File: src/rtl/fir_sequencer.sv
// rtl/fir_sequencer.sv - coefficient loader, sample sequencer and watchdog for one fir
//
// Collects a coefficient set over a config handshake, shifts it into the fir's
// bit-serial coefficient chain, then issues one fir run per accepted sample and
// returns the result on an output stream.
//
// Ports:
//   clk, rstN                      clock, asynchronous active-low reset
//   cfg_valid/cfg_ready/cfg_data   coefficient word stream; cfg_sym taken with last word
//   in_valid/in_ready/in_data      input sample stream
//   out_valid/out_ready/out_data   filtered sample stream
//   coeffs_loaded, busy            status: full set resident in fir / state not IDLE
//   timeout_err                    sticky: fir_done missed its deadline
//   fir_start, fir_lock, fir_sym   fir control
//   fir_coeff_load, fir_coeff_bit  fir coefficient chain
//   fir_x, fir_done, fir_y         fir sample in, completion, result
module fir_sequencer #(
  parameter int DataWidth     = 12,
  parameter int NTaps         = 9,
  parameter int TimeoutCycles = 127
) (
  input  logic                 clk,
  input  logic                 rstN,
  input  logic                 cfg_valid,
  output logic                 cfg_ready,
  input  logic [DataWidth-1:0] cfg_data,
  input  logic                 cfg_sym,
  input  logic                 in_valid,
  output logic                 in_ready,
  input  logic [DataWidth-1:0] in_data,
  output logic                 out_valid,
  input  logic                 out_ready,
  output logic [DataWidth-1:0] out_data,
  output logic                 coeffs_loaded,
  output logic                 busy,
  output logic                 timeout_err,
  output logic                 fir_start,
  output logic                 fir_lock,
  output logic                 fir_sym,
  output logic                 fir_coeff_load,
  output logic                 fir_coeff_bit,
  output logic [DataWidth-1:0] fir_x,
  input  logic                 fir_done,
  input  logic [DataWidth-1:0] fir_y
);

  localparam int NCoeffs = (NTaps + 1) / 2;
  localparam int CntW    = (NCoeffs > 1) ? $clog2(NCoeffs) : 1;
  localparam int BitW    = (DataWidth > 1) ? $clog2(DataWidth) : 1;
  localparam int WdW     = $clog2(TimeoutCycles + 1);

  typedef enum logic [2:0] {IDLE, LOAD, GUARD, START, BUSY} state_t;

  state_t               state;
  state_t               state_nxt;
  logic [CntW-1:0]      cfg_cnt;
  logic [CntW-1:0]      load_word;
  logic [BitW-1:0]      load_bit;
  logic [DataWidth-1:0] coef_buf [NCoeffs];
  logic [WdW-1:0]       wdog;

  logic cfg_take;
  logic cfg_last;
  logic in_take;
  logic load_last;
  logic wdog_expired;

  assign cfg_take     = cfg_valid && cfg_ready;
  assign cfg_last     = cfg_take && (cfg_cnt == CntW'(NCoeffs - 1));
  assign in_take      = in_valid && in_ready;
  assign load_last    = (load_word == '0) && (load_bit == '0);
  // wdog counts BUSY cycles from 0, so this fires on the TimeoutCycles-th cycle after fir_start
  assign wdog_expired = (wdog == WdW'(TimeoutCycles - 1));
  // Each run rotates the fir chain a full turn, so no lock is ever needed
  assign fir_lock     = 1'b0;

  always_ff @(posedge clk or negedge rstN) begin
    if (!rstN) begin
      state <= IDLE;
    end else begin
      state <= state_nxt;
    end
  end

  always_comb begin
    state_nxt = state;
    case (state)
      IDLE: begin
        if (cfg_last) begin
          state_nxt = LOAD;
        end else if (in_take) begin
          state_nxt = START;
        end
      end
      LOAD:    if (load_last) state_nxt = GUARD;
      GUARD:   state_nxt = IDLE;
      START:   state_nxt = BUSY;
      BUSY:    if (fir_done || wdog_expired) state_nxt = IDLE;
      default: state_nxt = IDLE;
    endcase
  end

  always_comb begin
    cfg_ready      = 1'b0;
    in_ready       = 1'b0;
    fir_start      = 1'b0;
    fir_coeff_load = 1'b0;
    fir_coeff_bit  = 1'b0;
    busy           = (state != IDLE);
    case (state)
      IDLE: begin
        cfg_ready = 1'b1;
        // A pending or partially collected config set takes priority over samples
        in_ready  = coeffs_loaded && !out_valid && (cfg_cnt == '0) && !cfg_valid;
      end
      LOAD: begin
        fir_coeff_load = 1'b1;
        fir_coeff_bit  = coef_buf[load_word][load_bit];
      end
      START:   fir_start = 1'b1;
      default: ;
    endcase
  end

  always_ff @(posedge clk or negedge rstN) begin
    if (!rstN) begin
      cfg_cnt       <= '0;
      load_word     <= '0;
      load_bit      <= '0;
      wdog          <= '0;
      fir_sym       <= 1'b1;
      fir_x         <= '0;
      coeffs_loaded <= 1'b0;
      timeout_err   <= 1'b0;
      out_valid     <= 1'b0;
      out_data      <= '0;
      for (int i = 0; i < NCoeffs; i++) begin
        coef_buf[i] <= '0;
      end
    end else begin
      if (cfg_take) begin
        coef_buf[cfg_cnt] <= cfg_data;
        if (cfg_cnt == '0) begin
          coeffs_loaded <= 1'b0;
          timeout_err   <= 1'b0;
        end
        if (cfg_last) begin
          fir_sym   <= cfg_sym;
          cfg_cnt   <= '0;
          // Shift out the highest word first so word 0 ends nearest the chain tail
          load_word <= CntW'(NCoeffs - 1);
          load_bit  <= BitW'(DataWidth - 1);
        end else begin
          cfg_cnt <= cfg_cnt + 1'b1;
        end
      end

      if (in_take) begin
        fir_x <= in_data;
      end

      if (state == LOAD) begin
        if (load_bit == '0) begin
          load_bit  <= BitW'(DataWidth - 1);
          load_word <= load_word - 1'b1;
        end else begin
          load_bit <= load_bit - 1'b1;
        end
      end

      if (state == GUARD) begin
        coeffs_loaded <= 1'b1;
      end

      if (state == START) begin
        wdog <= '0;
      end

      if (state == BUSY) begin
        wdog <= wdog + 1'b1;
        if (fir_done) begin
          out_data  <= fir_y;
          out_valid <= 1'b1;
        end else if (wdog_expired) begin
          timeout_err <= 1'b1;
        end
      end

      if (out_valid && out_ready) begin
        out_valid <= 1'b0;
      end
    end
  end

endmodule

File: config.mk
export PLATFORM = sky130hd
export DESIGN_NAME = fir_sequencer
export DESIGN_NICKNAME = d
export VERILOG_FILES = /design/src/rtl/fir_sequencer.sv
export SDC_FILE = /design/constraint.sdc
export NUM_CORES = 1
export LEC_CHECK = 0
export CORE_MARGIN = 4
export CORE_UTILIZATION = 47
export DETAILED_ROUTE_END_ITERATION = 8
export PLACE_DENSITY = 0.77
export SYNTH_ARGS = -nofsm -noshare
export SYNTH_HDL_FRONTEND = slang
export SYNTH_SLANG_ARGS = --single-unit
File: constraint.sdc
create_clock -name clk -period 4.31 [get_ports clk]
set_input_delay 0.431 -clock clk [delete_from_list [all_inputs] [get_ports clk]]
set_output_delay 0.431 -clock clk [all_outputs]
set_load 0.01 [all_outputs]
==> flow_metrics.py, run 1 <==
metrics = {
    "cells_and_area": {
        "multi_input_area_mm2": 0.00218,
        "fin_area_mm2": 0.00605,
        "seqCellArea_mm2": 0.00270,
        "fin_util_pct": 58.1,
        "fin_nets": 495,
        "nFillCells": 844,
        "syn2layout_area_growth_pct": 19.4,
        "antennaDiodeCount": 0,
        "drive_gt1_share_pct": 27.8,
    },
    "timing": {
        "min_period_ns": 3.55,
        "slew_headroom_pct": 31.7,
        "hold_viol": 0,
        "setup_viol": 0,
        "worstMarginPinSlew_ns": 1.02,
        "fmax_mhz": 282,
        "slew_violations": 0,
        "setup_ws_ns": 0.760,
        "fin_worst_skew_ns": 0.0166,
        "rsz0062_at_grt": "false",
        "period_share_pct": 82.4,
        "setup_tns_ns": 0,
    },
    "min_path": {
        "hold_class": "in -> async",
    },
    "yosys": {
        "ys_ff_latch": 108,
        "synth_edf_count": 0,
        "syn_avg_cell_area_um2": 13.5,
        "synth_cell_types": 53,
        "syn_inst": 376,
        "syn_area_mm2": 0.00507,
        "ys_async_sr_fraction_pct": 100,
        "synth_nets": 426,
        "yosysSeqAreaShare_pct": 53.3,
        "synth_ff_type": "dfrtp_1",
        "synth-warning-count": 0,
    },
    "clock_tree": {
        "numCtsBuffers": 9,
        "htreeDepth": 3,
        "cts_setup_buffers": 0,
        "ctsHoldBuffers": 0,
        "cts_resized": 0,
        "insertion_delay_ns": 0.38,
        "cts_root_buf": "clkbuf_8",
        "path_clk_slew_ns": 0.11,
        "clockBufferDepth": 2,
        "cts.sinks": 108,
        "cts_tree": "built",
    },
    "run": {
        "max_cap_violations": 0,
    },
    "floorplan": {
        "io_pins": 78,
        "row_count": 37,
        "dieArea_mm2": 0.0125,
        "die_x_um": 112,
        "initial_utilization_pct": 48.7,
        "core_mm2": 0.0104,
        "die_h_um": 112,
    },
    "placed_design": {
        "dp_worst_setup_slack_ns": 1.20,
        "gp_congestion": 0.857,
        "dp_hpwl_um": 7800,
        "port_buffers": 76,
        "placed_area_mm2": 0.00587,
    },
    "setup_path": {
        "worstSetupPathType": "reg -> out",
        "cp_slowest_cell": "dfrtp_1",
        "crit_chain": "mux4_2, nand2_1, a2111oi_0, o211ai_1, o211ai_1, clkdlybuf4s50_1",
        "crit_required_ns": 3.88,
        "crit_path_end_kind": "output pin",
        "critPathTopFamily": "flip-flops",
        "critPathMaxStageDelay_ns": 0.98,
        "crit_path_max_fanout": 25,
        "timing.rr.end": "coef_buf[54]$_DFFE_PN0P_",
        "cp.depth": 6,
        "endpoint": "fir_coeff_bit",
        "crit_path_frequent_cell": "o211ai_1",
        "r2r_slack_ns": 2.02,
        "path_buf_inv": 1,
        "reg2reg_depth": 4,
        "start_kind": "flop",
        "worstSetupStartpoint": "load_bit[0]$_DFFE_PN0P_",
        "r2r_start": "state[2]$_DFFE_PN0P_",
        "arrival_ns": 3.12,
    },
    "power": {
        "total_power_w": 0.00356,
        "ir_worst_vdd_v": 0.000248,
        "power_leakage_nw": 2.67,
        "power.density_mw_per_mm2": 587,
    },
    "routing": {
        "drt_iter0_markers": 106,
        "post-route-drc-count": 0,
        "drtPass1Iterations": 4,
        "wl_per_cell_um": 18.3,
        "via_per_inst": 5.56,
        "vias": 3257,
        "routed_wl_um": 10700,
        "ant_nets": 0,
    },
    "global_routing": {
        "grt_pass1_vias": 3435,
        "grt_usage_pct": 18.0,
        "grt_remaining_overflow": 0,
        "antenna_found_initial": 0,
        "grt_max_degree": 82,
        "grt_pass1_wl_um": 18000,
    },
    "run_status": {
        "outcome": "finished clean",
    },
}
how the worst min path moves through the flow:
stage	end	cells past startpoint	slack (ns)
floorplan	cfg_cnt[0]$_DFFE_PN0P_	0	0.14
global placement	fir_sym$_DFFE_PN1P_	2	0.45
detailed placement	fir_sym$_DFFE_PN1P_	2	0.46
CTS	coef_buf[23]$_DFFE_PN0P_	1	0.25
global route	coef_buf[21]$_DFFE_PN0P_	1	0.29
finish	coef_buf[21]$_DFFE_PN0P_	1	0.22
cells in the final DEF, fill, tap and decap left out, types with 2 or more instances in the layout:
| cell | netlist | routed |
|---|---|---|
| nor2_1 | 13 | 13 |
| clkinv_4 | 0 | 3 |
| a21oi_1 | 4 | 4 |
| o21ai_0 | 15 | 15 |
| dfrtp_1 | 107 | 107 |
| nand3_1 | 10 | 10 |
| clkbuf_8 | 0 | 10 |
| mux4_2 | 11 | 11 |
| nand4_1 | 6 | 6 |
| ha_1 | 7 | 7 |
| nor4_4 | 3 | 3 |
| o211ai_1 | 4 | 4 |
| nor3_1 | 2 | 2 |
| nor3b_1 | 2 | 2 |
| clkdlybuf4s50_1 | 0 | 75 |
| nor2b_1 | 2 | 2 |
| mux2_4 | 10 | 10 |
| inv_1 | 13 | 13 |
| buf_4 | 7 | 2 |
| nand2_1 | 28 | 28 |
| and3_1 | 4 | 4 |
| a211oi_1 | 3 | 3 |
| mux2i_1 | 7 | 7 |
| or4_1 | 2 | 2 |
| mux2_2 | 76 | 76 |
where the power goes:
group,switching [W],internal (W),total [W]
Clock,0.000349,0.000230,0.000579
Sequential,0.000380,0.00137,0.00175
Combinational,0.000481,0.000747,0.00123
sequential cells by signal, indices dropped and copies added, names as in the netlist:
signal         cells
fir_x             12
coeffs_loaded      1
fir_sym            1
wdog               7
state              3
out_valid          1
out_data          12
timeout_err        1
load_word          3
cfg_cnt            3
load_bit           4
coef_buf          60
through the flow:
stage / hold slack [ns] / cells
after floorplan: 0.135 / 376
after global placement: 0.449 / 570
after detailed placement: 0.463 / 570
after CTS: 0.251 / 586
after global routing: 0.294 / 586
final: 0.219 / 586
synthesized netlist by cell type (all sizes together) (2+ instances only):
| cell | number | area (um2) |
|---|---|---|
| dfrtp | 107 | 2680 |
| mux2 | 87 | 1020 |
| nand2 | 30 | 123 |
| buf | 15 | 124 |
| o21ai | 15 | 75.1 |
| nor2 | 14 | 55.1 |
| inv | 13 | 48.8 |
| mux4 | 11 | 248 |
| nand3 | 11 | 60.1 |
| ha | 7 | 87.6 |
| mux2i | 7 | 70.1 |
| nand4 | 7 | 58.8 |
| a21oi | 4 | 20.0 |
| and3 | 4 | 25.0 |
| clkbuf | 4 | 15.0 |
| o211ai | 4 | 30.0 |
| a211oi | 3 | 22.5 |
| nor3 | 3 | 26.3 |
| nor4 | 3 | 63.8 |
| nor2b | 2 | 12.5 |
| nor3b | 2 | 15.0 |
| or4 | 2 | 15.0 |
kinds of logic (layout without fill, tap and decap cells):
family / Yosys count / in the layout / share of synthesized area, %
DFF: 108 / 108 / 53.3
other: 1 / 1 / 0.0739
AOI/OAI and AO/OA: 38 / 38 / 4.86
adders and majority gates: 7 / 7 / 1.73
and+or+nand+nor: 84 / 84 / 9.82
muxes: 105 / 105 / 26.3
buffers and inverters: 32 / 106 / 3.70
xor gates and xnor gates: 1 / 1 / 0.173
metal layers:
layer	up-vias	routed length [um]	track usage, %
met5	-	0	0
met4	0	298	7.70
met3	21	404	4.13
met2	72	5330	29.1
met1	1663	4670	23.3
li1	1501	-	-
area by class of cell:
class / instances / area share [%]
multi-input cells: 236 / 36.0
inverters: 13 / 0.806
flip-flops and latches: 108 / 44.7
clock inverters: 6 / 0.785
clock buffers: 10 / 2.27
well taps: 136 / 2.81
repair buffers: 77 / 12.6
worst reg2reg max path, stage by stage (launching register included):
cell     delay [ns]
dfrtp_1        0.46
nor3_4         0.36
nand2_4        0.15
nor4_4         0.79
mux2_2         0.42
Note: power is estimated with default switching activity, not from simulation.
==> run 2, diff against run 1 <==
PLACE_DENSITY = 0.8   (was 0.77)
clock period = 3.26 ns   (was 4.31 ns; I/O delays follow)
==> run 2 against run 1 <==
  * First-iteration DRC count up 69%
  * Critical path depth up 1
  * Sequential cell count unchanged
  * Cell count up 0.85%
  * Sequential share of layout area down 0.65 points
  * Utilization up 0.91 points
==> flow_metrics.py, run 2 (synthesis results as in run 1) <==
metrics = {
    "floorplan": {
        "dieArea_mm2": 0.0125,
        "io_pins": 78,
        "initial_utilization_pct": 48.7,
        "die_x_um": 112,
        "row_count": 37,
        "core_mm2": 0.0104,
        "die_h_um": 112,
    },
    "timing": {
        "setup_viol": 0,
        "fin_worst_skew_ns": 0.0109,
        "min_period_ns": 3.08,
        "worstMarginPinSlew_ns": 0.904,
        "slew_violations": 0,
        "rsz0062_at_grt": "false",
        "setup_tns_ns": 0,
        "slew_headroom_pct": 39.3,
        "period_share_pct": 94.4,
        "hold_viol": 0,
        "fmax_mhz": 325,
    },
    "cells_and_area": {
        "antennaDiodeCount": 0,
        "syn2layout_area_growth_pct": 21.2,
        "final_common_cell": "dfrtp_1",
        "layout_common_cells": "dfrtp_1, mux2_2, clkdlybuf4s50_1",
        "largest_reg_flops": 60,
        "drive_gt1_share_pct": 28.6,
        "final_cells": 591,
        "top_register": "coef_buf",
        "fin_nets": 500,
        "largest_registers": "coef_buf x60, fir_x x12, out_data x12",
        "nFillCells": 802,
    },
    "routing": {
        "ant_nets": 0,
        "drtPass1Iterations": 4,
        "drt_iter0_markers": 179,
        "vias": 3227,
        "post-route-drc-count": 0,
        "routed_wl_um": 10700,
        "via_per_inst": 5.46,
        "wl_per_cell_um": 18.1,
    },
    "setup_path": {
        "critPathTopFamily": "buffers and inverters",
        "r2r_slack_ns": 1.05,
        "crit_path_max_fanout": 15,
        "r2r_start": "state[2]$_DFFE_PN0P_",
        "crit_chain": "buf_4, mux2i_1, a211oi_1, a21oi_1, o22a_1, o211ai_1, clkdlybuf4s50_1",
        "critPathMaxStageDelay_ns": 0.59,
        "worstSetupPathType": "reg -> out",
        "cp_slowest_cell": "clkdlybuf4s50_1",
        "crit_required_ns": 2.93,
        "start_kind": "flop",
        "reg2reg_depth": 4,
        "arrival_ns": 2.75,
        "crit_path_end_kind": "output pin",
        "timing.rr.end": "coef_buf[38]$_DFFE_PN0P_",
        "path_buf_inv": 2,
    },
    "min_path": {
        "min_to": "fir_sym$_DFFE_PN1P_",
        "hold_class": "in -> reg",
        "whs_path_depth": 3,
        "min_from": "cfg_sym",
    },
    "clock_tree": {
        "htreeDepth": 3,
        "numCtsBuffers": 9,
        "clockBufferDepth": 2,
        "path_clk_slew_ns": 0.10,
        "cts_tree": "built",
        "cts_setup_buffers": 0,
        "insertion_delay_ns": 0.37,
        "cts.sinks": 108,
        "cts_root_buf": "clkbuf_8",
    },
    "placed_design": {
        "gp_congestion": 0.879,
        "dp_hpwl_um": 7680,
        "dp_cells": 574,
        "port_buffers": 76,
    },
    "global_routing": {
        "antenna_found_initial": 0,
        "grt_pass1_wl_um": 18200,
        "grt_max_degree": 59,
        "grt_remaining_overflow": 0,
        "grt_usage_pct": 18.1,
        "grt_pass1_vias": 3483,
    },
    "run_status": {
        "outcome": "finished clean",
    },
    "power": {
        "power.density_mw_per_mm2": 793,
        "ir_worst_vdd_v": 0.000301,
        "power_leakage_nw": 2.71,
    },
    "run": {
        "max_cap_violations": 0,
    },
}
run 2: cell types whose count changed in the layout (fill, tap and decap cells not counted), sizes merged:
cell / delta
clkbuf: +1
clkinv: -4
buf: +4
bufinv: +2
clkinvlp: +1
dlygate4sd3: +1
run 2: per-layer routing:
layer / track usage [%] / part of all wire, %
met1: 24.4 / 42
met4: 5.84 / 1.5
met3: 3.15 / 3.7
met5: 0 / 0
met2: 29.9 / 52
run 2: layout make-up:
| cell class | count | area [um2] | share of cell area [%] |
|---|---|---|---|
| flip-flops and latches | 108 | 2710 | 44.0 |
| multi-input cells | 236 | 2180 | 35.4 |
| repair buffers | 82 | 818 | 13.3 |
| well taps | 136 | 170 | 2.77 |
| clock buffers | 11 | 141 | 2.30 |
| clock inverters | 5 | 83.8 | 1.36 |
| inverters | 13 | 48.8 | 0.794 |
run 2: how the worst max path moves through the flow:
| stage | start | endpoint | slack, ns | cells past startpoint |
|---|---|---|---|---|
| 2_1_floorplan | load_word[2]$_DFF_PN0_ | fir_coeff_bit | 1.36 | 6 |
| 3_3_place_gp | load_bit[0]$_DFFE_PN0P_ | fir_coeff_bit | 0.47 | 7 |
| 4_1_cts | load_word[0]$_DFF_PN0_ | fir_coeff_bit | 0.05 | 7 |
| 5_1_grt | load_bit[0]$_DFFE_PN0P_ | fir_coeff_bit | 0.02 | 7 |
| 3_5_place_dp | load_bit[0]$_DFFE_PN0P_ | fir_coeff_bit | 0.40 | 7 |
| 6_report | load_bit[0]$_DFFE_PN0P_ | fir_coeff_bit | 0.18 | 7 |
run 2: what timing repair did:
action | 4_1_cts | 5_1_grt
gates cloned | 0 | 0
endpoints found under the setup margin | 1 | 1
resized for setup | 1 | 1
hold buffers | 1 | 0
endpoints found under the hold margin | 38 | 0
run 2: per-stage QoR:
| stage | instance area [um2] | worst slack [ns] | utilization [%] | hold WS, ns | total power [W] |
|---|---|---|---|---|---|
| after floorplan | 5070 | 1.36 | - | 0.0304 | 0.00347 |
| after global placement | 5910 | 0.466 | 56.7 | 0.393 | 0.00391 |
| after detailed placement | 5910 | 0.395 | 56.7 | 0.395 | 0.00398 |
| after CTS | 6150 | 0.0456 | 59.0 | 0.435 | 0.00491 |
| after global routing | 6150 | 0.0193 | 59.0 | 0.441 | 0.00518 |
| final | 6150 | 0.182 | 59.0 | 0.449 | 0.00487 |
run 2: report_power, final:
group / leakage, nW / internal (W) / total [W] / switching, W
Sequential: 1.37 / 0.00181 / 0.00227 / 0.000455
Clock: 0.106 / 0.000457 / 0.000907 / 0.000450
Combinational: 1.23 / 0.00101 / 0.00170 / 0.000690
Total: 2.71 / 0.00328 / 0.00487 / 0.00160
run 2: worst reg2reg max path, stage by stage (launching register included):
cell and delay (ns):
dfrtp_1 0.45, nor3_4 0.38, nand2_4 0.16, nor4_4 0.70
mux2_2 0.42
==> run 3, diff against run 2 <==
CTS_CLUSTER_SIZE = 16   (was default)
HOLD_SLACK_MARGIN = 0.06   (was default)
==> results of run 3 <==
The final DEF is identical to that of run 2; final timing and power are the same.
